===== src/rtl/alu_share_arb.sv =====
// alu_share_arb: shares one single-cycle ALU between N requesters.
// At most one request is accepted per cycle, chosen round-robin. The request
// drives the shared ALU combinationally. The result is registered into a
// one-entry response slot that is returned to the winning requester.
//
// Optional feature: define ALU_ARB_FIXED_PRIO_EN to select fixed priority,
// where the lowest valid index wins. No last-grant pointer is kept in that
// build.
//
// Ports:
//   clk, reset                 clock, async active-high reset
//   req_valid/req_ready [N]    request handshake (ready is one-hot or zero)
//   req_funct [4N]             per-requester ALU function code
//   req_in1, req_in2 [32N]     per-requester operands
//   resp_valid [N]             response pending for owner (one-hot or zero)
//   resp_ready [N]             response consumed (only owner's bit matters)
//   resp_data [32]             registered result
//   alu_funct/alu_in1/alu_in2  to shared ALU (zero when nothing is granted)
//   alu_out [32]               combinational ALU result
module alu_share_arb #(
    parameter int unsigned N = 2
) (
    input  logic            clk,
    input  logic            reset,
    input  logic [N-1:0]    req_valid,
    output logic [N-1:0]    req_ready,
    input  logic [4*N-1:0]  req_funct,
    input  logic [32*N-1:0] req_in1,
    input  logic [32*N-1:0] req_in2,
    output logic [N-1:0]    resp_valid,
    input  logic [N-1:0]    resp_ready,
    output logic [31:0]     resp_data,
    output logic [3:0]      alu_funct,
    output logic [31:0]     alu_in1,
    output logic [31:0]     alu_in2,
    input  logic [31:0]     alu_out
);

    localparam int unsigned IW = $clog2(N);

    typedef enum logic {
        EMPTY = 1'b0,
        FULL  = 1'b1
    } state_t;

    state_t         state;
    logic [IW-1:0]  owner;
    logic [31:0]    res;
`ifndef ALU_ARB_FIXED_PRIO_EN
    logic [IW-1:0]  last;
`endif

    logic           slot_free;
    logic           can_grant;
    logic           grant;
    logic [IW-1:0]  winner;

    // Slot can take a new result if empty or being drained this cycle.
    always_comb begin
        slot_free = (state == EMPTY) || resp_ready[owner];
        can_grant = slot_free && !reset;
    end

    // Winner selection.
    always_comb begin
        grant  = 1'b0;
        winner = '0;
`ifdef ALU_ARB_FIXED_PRIO_EN
        for (int unsigned i = 0; i < N; i++) begin
            if (!grant && req_valid[IW'(i)]) begin
                grant  = 1'b1;
                winner = IW'(i);
            end
        end
`else
        // Scan from last+1 upward with wrap so the previous winner goes last.
        for (int unsigned k = 1; k <= N; k++) begin
            if (!grant && req_valid[IW'((32'(last) + k) % N)]) begin
                grant  = 1'b1;
                winner = IW'((32'(last) + k) % N);
            end
        end
`endif
        grant = grant && can_grant;
    end

    // Handshake and ALU drive.
    always_comb begin
        req_ready  = grant ? (N'(1) << winner) : '0;
        alu_funct  = grant ? req_funct[{winner, 2'b00} +: 4] : 4'd0;
        alu_in1    = grant ? req_in1[{winner, 5'd0} +: 32] : 32'd0;
        alu_in2    = grant ? req_in2[{winner, 5'd0} +: 32] : 32'd0;
        resp_valid = (state == FULL) ? (N'(1) << owner) : '0;
        resp_data  = res;
    end

    // Response slot FSM. A grant refills the slot, even while it drains.
    always_ff @(posedge clk or posedge reset) begin
        if (reset) begin
            state <= EMPTY;
            owner <= '0;
            res   <= 32'd0;
`ifndef ALU_ARB_FIXED_PRIO_EN
            last  <= IW'(N - 1);
`endif
        end else begin
            case (state)
                EMPTY: begin
                    if (grant) begin
                        state <= FULL;
                    end
                end
                FULL: begin
                    if (!grant && resp_ready[owner]) begin
                        state <= EMPTY;
                    end
                end
                default: state <= EMPTY;
            endcase
            if (grant) begin
                res   <= alu_out;
                owner <= winner;
`ifndef ALU_ARB_FIXED_PRIO_EN
                last  <= winner;
`endif
            end
        end
    end

endmodule

===== config.mk =====
export PLATFORM = sky130hd
export DESIGN_NAME = alu_share_arb
export DESIGN_NICKNAME = d
export VERILOG_FILES = /design/src/rtl/alu_share_arb.sv
export SDC_FILE = /design/constraint.sdc
export NUM_CORES = 1
export LEC_CHECK = 0
export ABC_AREA = 1
export ABC_CLOCK_PERIOD_IN_PS = 3500
export CORE_ASPECT_RATIO = 0.7
export CORE_MARGIN = 10
export CORE_UTILIZATION = 34
export DETAILED_ROUTE_END_ITERATION = 8
export PLACE_DENSITY_LB_ADDON = 0.12
export SLEW_MARGIN = 20
export SYNTH_ARGS = -nofsm -noshare
export SYNTH_HDL_FRONTEND = slang
export SYNTH_SLANG_ARGS = --single-unit

===== constraint.sdc =====
create_clock -name clk -period 3.5 [get_ports clk]
set_input_delay 0.7 -clock clk [delete_from_list [all_inputs] [get_ports clk]]
set_output_delay 0.7 -clock clk [all_outputs]
set_load 0.03 [all_outputs]

==> results of run 1 <==
[per-layer routing]
metal | routed length, um | part of all wire [%] | vias up
li1 | - | - | 2103
met1 | 5600 | 37 | 1865
met2 | 7960 | 52 | 195
met3 | 1410 | 9.3 | 20
met4 | 273 | 1.8 | 0
met5 | 0 | 0 | -
[synth_stat cells, drive strengths merged]
cell type,n
inv,74
nor2,72
clkbuf,15
dfrtp,34
dfstp,1
nand2,211
nand3,102
buf,24
[where the power goes]
part / total, W / internal, W / leakage, nW / switching, W
sequential: 0.000649 / 0.000559 / 0.429 / 0.0000896
combinational: 0.00188 / 0.000754 / 2.63 / 0.00113
clock: 0.000414 / 0.000263 / 0.0679 / 0.000152
[critical path, stage by stage]
cell             delay, ps
clkdlybuf4s50_1        500
nand2_2                120
nand2_2                 90
buf_4                  350
nand2_1                 90
nand2_1                 70
inv_1                   40
nor2_1                 170
buf_12                 150
[metrics by stage]
step | setup slack, ps | std cells | power [W] | utilization [%]
finish | 507 | 909 | 0.00295 | 68.2
global route | 351 | 909 | 0.00314 | 68.2
CTS | 491 | 908 | 0.00298 | 68.1
detailed placement | 496 | 900 | 0.00255 | 66.5
global placement | 505 | 900 | 0.00251 | 66.5
floorplan | 1000 | 533 | 0.00172 | -
[state kept, by name, summed over array words and instances (netlist names)]
| name | count |
|---|---|
| state | 1 |
| resp_data | 32 |
| last | 1 |
| owner | 1 |
[cell families after synthesis]
| group | synth area share, % |
|---|---|
| AND/OR/NAND/NOR | 53.6 |
| buffers and inverters | 16.8 |
| flip-flops | 29.5 |
[layout make-up]
cell class              count  area [um^2]
repair buffers            286         2740
fillers                   746         2700
multi-input cells         385         1600
flip-flops and latches     35          877
inverters                  74          278
well taps                 120          150
clock buffers               7          133
clock inverters             1         5.00
diodes                      1         2.50
[how the worst max path moves through the flow]
stage	cells past startpoint	end	slack, ps
6_report	9	alu_in1[30]	510
5_1_grt	9	alu_in1[30]	350
4_1_cts	9	alu_in1[30]	490
3_5_place_dp	9	alu_in1[30]	500
3_3_place_gp	9	alu_in1[30]	500
2_1_floorplan	7	alu_in1[10]	1000
==> impl_results.md, run 1 <==
- Resized Gates After CTS: 0
- Reg2Reg Setup Slack: 2010 ps
- Synth area leaders: dfrtp_1 29%, nand2_1 26%, nand3_1 17%, inv_1 9.4%, nor2_1 9.0%
- Die height: 98.2 um
- Max-cap viol count: 0
- Synth area leader: dfrtp_1
- Most frequent cells in the layout: 208 x nand2_1, 206 x clkdlybuf4s50_1, 101 x nand3_1
- Hold_buf cts: 0
- Design area: 5780 um^2
- RD Place Congestion: 0.824
- Clock Sink Count: 35
- Synth-to-Final Area Change: 94.6%
- Setup Buffers After CTS: 0
- Worst hold slack: 469 ps
- Row cnt: 28
- R2r endpoint: resp_data[14]
- Starting Density: 35.0%
- Vias: 4183
- Worst slew pin tran: 689 ps
- Worst hold stages: 2
- VDD IR max: 499 uV
- Post-synthesis sequential area ratio: 29.5%
- Root Driver: clkbuf_16
- Hold path start: resp_data[9]
- Met1 usage: 24.3%
- Cell variety after synth: 14
- Peak Freq: 334 MHz
- First-pass DRT Iterations: 6
- Crit path DAT: 2290 ps
- Crit start category: input port
- Skew final: 4.05 ps
- Worst EP required: 2800 ps
- Vias in the first global route: 3942
- Clk slew on worst S/H paths: 50 ps
- Leakage: 3.12 nW
- GR Util met3: 7.11%
- Setup Total Neg Slack: 0 ps
- GR peak layer: met2
- DRC marker count from the first detailed-route iteration: 312
- Share of cells above drive strength 1: 11.7%
- Syn_nets: 707
- Hold worst-path end: resp_data[9]
- Final setup viols: 0
- Final Cycle Share: 85.5%
- CTS buffer count: 5
- Clk_lat worst skew: 270 ps
- GRT Total Usage: 22.0%
- Nets: 961
- DP HPWL: 12100 um
- Relative slew slack: 54.1%
- Worst Hold Class: flip-flop to flip-flop
- Endpoint class of the critical path: output pin
- H-tree levels: 2
- Pins Over Slew Limit: 0
- Status: completed
- Initial antenna violation count: 1
- First-pass GRT wire length: 23300 um
- Area of placed instances: 5640 um^2
- Min Tclk post-route: 2990 ps
- Worst reg2reg path startpoint: owner
- Fin. Hold Viols: 0
- Die area: 12900 um^2
- Critical path class: input port to output pin
- Final wirelength: 15200 um
- I/O Pins: 278
- Post-DR vias/cell: 4.60
- Met2 Usage GRT: 40.3%
- Largest net degree at the start of global routing: 65
- Yosys top cell area share: 28.7%
- Port Buffers: 277
- Clock Tree Buf Depth: 2
- Seq cells post-synth: 35
- Routed Antenna Nets: 0
- Total core area: 8480 um^2
- Post-Syn Area: 2970 um^2
- GRT overflow: 0
- CTS tree: done
- PD cells: 510 nW/um^2
- Most common cell after layout, fill and taps aside: nand2_1
- RSZ-0062 raised after global routing: no
- Post-Synthesis Cells: 533
- Synthesis Warnings: 0
- Reg2Reg Depth: 7
- DRC errors left: 0
- Mean Syn Cell Area: 5.57 um^2
- Routed len/inst: 16.8 um
- Critical Path Start: req_valid[0]
- Crit Path Max Fanout: 39
- Die Width: 132 um
(Power assumes the default switching activity.)
==> inputs of run 2 (changes only) <==
==> constraint.sdc (replaced) <==
create_clock -name clk -period 3.5 [get_ports clk]
set_input_delay 0.525 -clock clk [delete_from_list [all_inputs] [get_ports clk]]
set_output_delay 0.525 -clock clk [all_outputs]
set_load 0.03 [all_outputs]
==> run 2 against run 1 <==
Against the previous run:
- sequential power is essentially flat
- register-to-register slack worse by 360 ps
- clock power grew 1%
- cell area is essentially flat
- hold slack lost 2.2 ps
- wire length is 0.73% higher
- power about the same
- fmax is 6.6% higher
- largest cell class unchanged
==> impl_results.md, run 2 (synthesized netlist as in run 1, its figures left out) <==
- CTS tree: done
- Synth-to-Final Area Change: 94.4% (about the same)
- CP top delay family: buffers and inverters
- Endpoint class of the critical path: output pin
- RD Place Congestion: 0.846 (+2.7%)
- Worst Hold Class: flip-flop to flip-flop
- R2r endpoint: resp_data[11]
- Crit start category: input port
- Flop pwr share: 22.0% (about the same)
- Most common cell after layout, fill and taps aside: nand2_1
- Worst hold stages: 2 (unchanged)
- First-pass DRT Iterations: 6 (unchanged)
- Leakage: 3.12 nW (about the same)
- CTS buffer count: 5 (unchanged)
- Clk slew on worst S/H paths: 50 ps (about the same)
- Root Driver: clkbuf_16
- Comb power frac: 63.8% (about the same)
- DRC marker count from the first detailed-route iteration: 232 (-26%)
- Post-DR vias/cell: 4.60 (-0.13%)
- Crit Path Max Fanout: 68 (+74%)
- Critical path buffers and inverters: 4 (unchanged)
- Share of cells above drive strength 1: 11.8% (+0.11 points)
- Sw Ratio: 46.7% (+0.17 points)
- Row cnt: 28 (unchanged)
- Largest net degree at the start of global routing: 76 (+17%)
- Clock Power Share: 14.2% (about the same)
- Total core area: 8480 um^2 (unchanged)
- Die Width: 132 um (unchanged)
- Skew final: 3.87 ps (-0.179 ps)
- DP HPWL: 12300 um (+1.5%)
- Worst slew pin tran: 796 ps (+107 ps)
- Most frequent CP cell: buf_4
- Nets: 962 (+0.10%)
- Pins Over Slew Limit: 0 (unchanged)
- Vias in the first global route: 3968 (+0.66%)
- PD cells: 510 nW/um^2 (about the same)
- Routed len/inst: 16.9 um (+0.62%)
- VDD IR max: 464 uV (-6.9%)
- Crit path DAT: 2280 ps (about the same)
- RSZ-0062 raised after global routing: no
- Hold_buf cts: 0 (unchanged)
- H-tree levels: 2 (unchanged)
- Hold path start: resp_data[5]
- Port Buffers: 277 (unchanged)
- Worst reg2reg path startpoint: owner
- Clock Sink Count: 35 (unchanged)
- Final wirelength: 15400 um (+0.73%)
- Max stage delay on crit path: 550 ps (+50 ps)
- Die height: 98.2 um (unchanged)
- Vias: 4182 (-0.024%)
- Peak Freq: 356 MHz (+6.6%)
- GRT overflow: 0 (unchanged)
- Pre-CTS setup slack: 682 ps (+185 ps)
- First-pass GRT wire length: 23300 um (about the same)
- Reg2Reg Depth: 7 (unchanged)
- Die area: 12900 um^2 (unchanged)
- Routed Antenna Nets: 0 (unchanged)
- DRC errors left: 0 (unchanged)
- Internal Power: 0.00157 W (-0.35%)
- Relative slew slack: 47.0% (-7.1 points)
- Critical Path Start: req_valid[0]
- Initial antenna violation count: 1 (unchanged)
- Setup Buffers After CTS: 0 (unchanged)
- Max reg flops: 32 (unchanged)
- Worst-path cell chain: clkdlybuf4s50_1 > nand2_2 > buf_4 > nand3_1 > nand2_1 > inv_1 > nor2_1 > buf_4
- I/O Pins: 278 (unchanged)
- Clk_lat worst skew: 270 ps (about the same)
- GRT Total Usage: 22.1% (+0.15 points)
- Setup Total Neg Slack: 0 ps (unchanged)
- Critical path class: input port to output pin
- Most frequent cells in the layout: 208 x nand2_1, 206 x clkdlybuf4s50_1, 101 x nand3_1
- Final Cycle Share: 80.2% (-5.3 points)
- Starting Density: 35.0% (unchanged)
- Resized Gates After CTS: 0 (unchanged)
- Reg2Reg Setup Slack: 1650 ps (-360 ps)
- Hold worst-path end: resp_data[5]
- Post-route setup slack: 693 ps (+186 ps)
- Slowest CP cell: buf_4
- Clock Tree Buf Depth: 2 (unchanged)
- Min Tclk post-route: 2810 ps (-186 ps)
- Final setup viols: 0 (unchanged)
- Net Sw Power: 0.00137 W (+0.33%)
- Max-cap viol count: 0 (unchanged)
- Fin. Hold Viols: 0 (unchanged)
- Status: completed
- Worst EP required: 2970 ps (+170 ps)
-- run 2: cell types whose count changed in the layout (fill, tap and decap cells not counted) --
| cell | previous run | this run |
|---|---|---|
| buf_4 | 73 | 75 |
| buf_12 | 6 | 5 |
-- run 2: worst max-delay path by stage --
stage	endpoint	slack, ps	depth (start not counted)
finish	alu_in2[21]	690	8
global route	alu_in1[19]	550	9
CTS	alu_in2[12]	680	9
detailed placement	alu_in2[12]	680	9
global placement	alu_in1[30]	690	6
floorplan	alu_in1[10]	1350	7
-- run 2: metal layers --
layer	track usage, %	routed length [um]	up-vias
li1	-	-	2107
met1	24.4	5830	1874
met2	40.2	7860	181
met3	7.27	1320	20
met4	5.80	345	0
met5	0	0	-
-- run 2: through the flow --
stage	power [W]	hold slack, ps	instances	util [%]	area [um^2]
finish	0.00295	467	910	68.1	5770
global route	0.00314	492	910	68.1	5770
CTS	0.00297	471	909	68.1	5770
detailed placement	0.00254	458	901	66.4	5630
global placement	0.00251	452	901	66.4	5630
floorplan	0.00172	450	533	-	2970
-- run 2: layout make-up --
type | instances | area, um^2
repair buffers | 287 | 2730
clock inverters | 1 | 5.00
multi-input cells | 385 | 1600
well taps | 120 | 150
fillers | 776 | 2710
flip-flops and latches | 35 | 877
diodes | 1 | 2.50
clock buffers | 7 | 133
inverters | 74 | 278
-- run 2: tightest hold or removal path, delay by kind of cell, from the launching register on --
family	cells	cell delay, ps
and+or+nand+nor	2	100
DFF	1	340
-- run 2: power by group through the flow --
stage / registers (W) / logic, W / clock network [W]
2_1_floorplan: 0.000920 / 0.000800 / 0
3_3_place_gp: 0.000645 / 0.00186 / 0
3_5_place_dp: 0.000650 / 0.00189 / 0
4_1_cts: 0.000648 / 0.00189 / 0.000432
5_1_grt: 0.000665 / 0.00203 / 0.000446
6_report: 0.000648 / 0.00188 / 0.000419
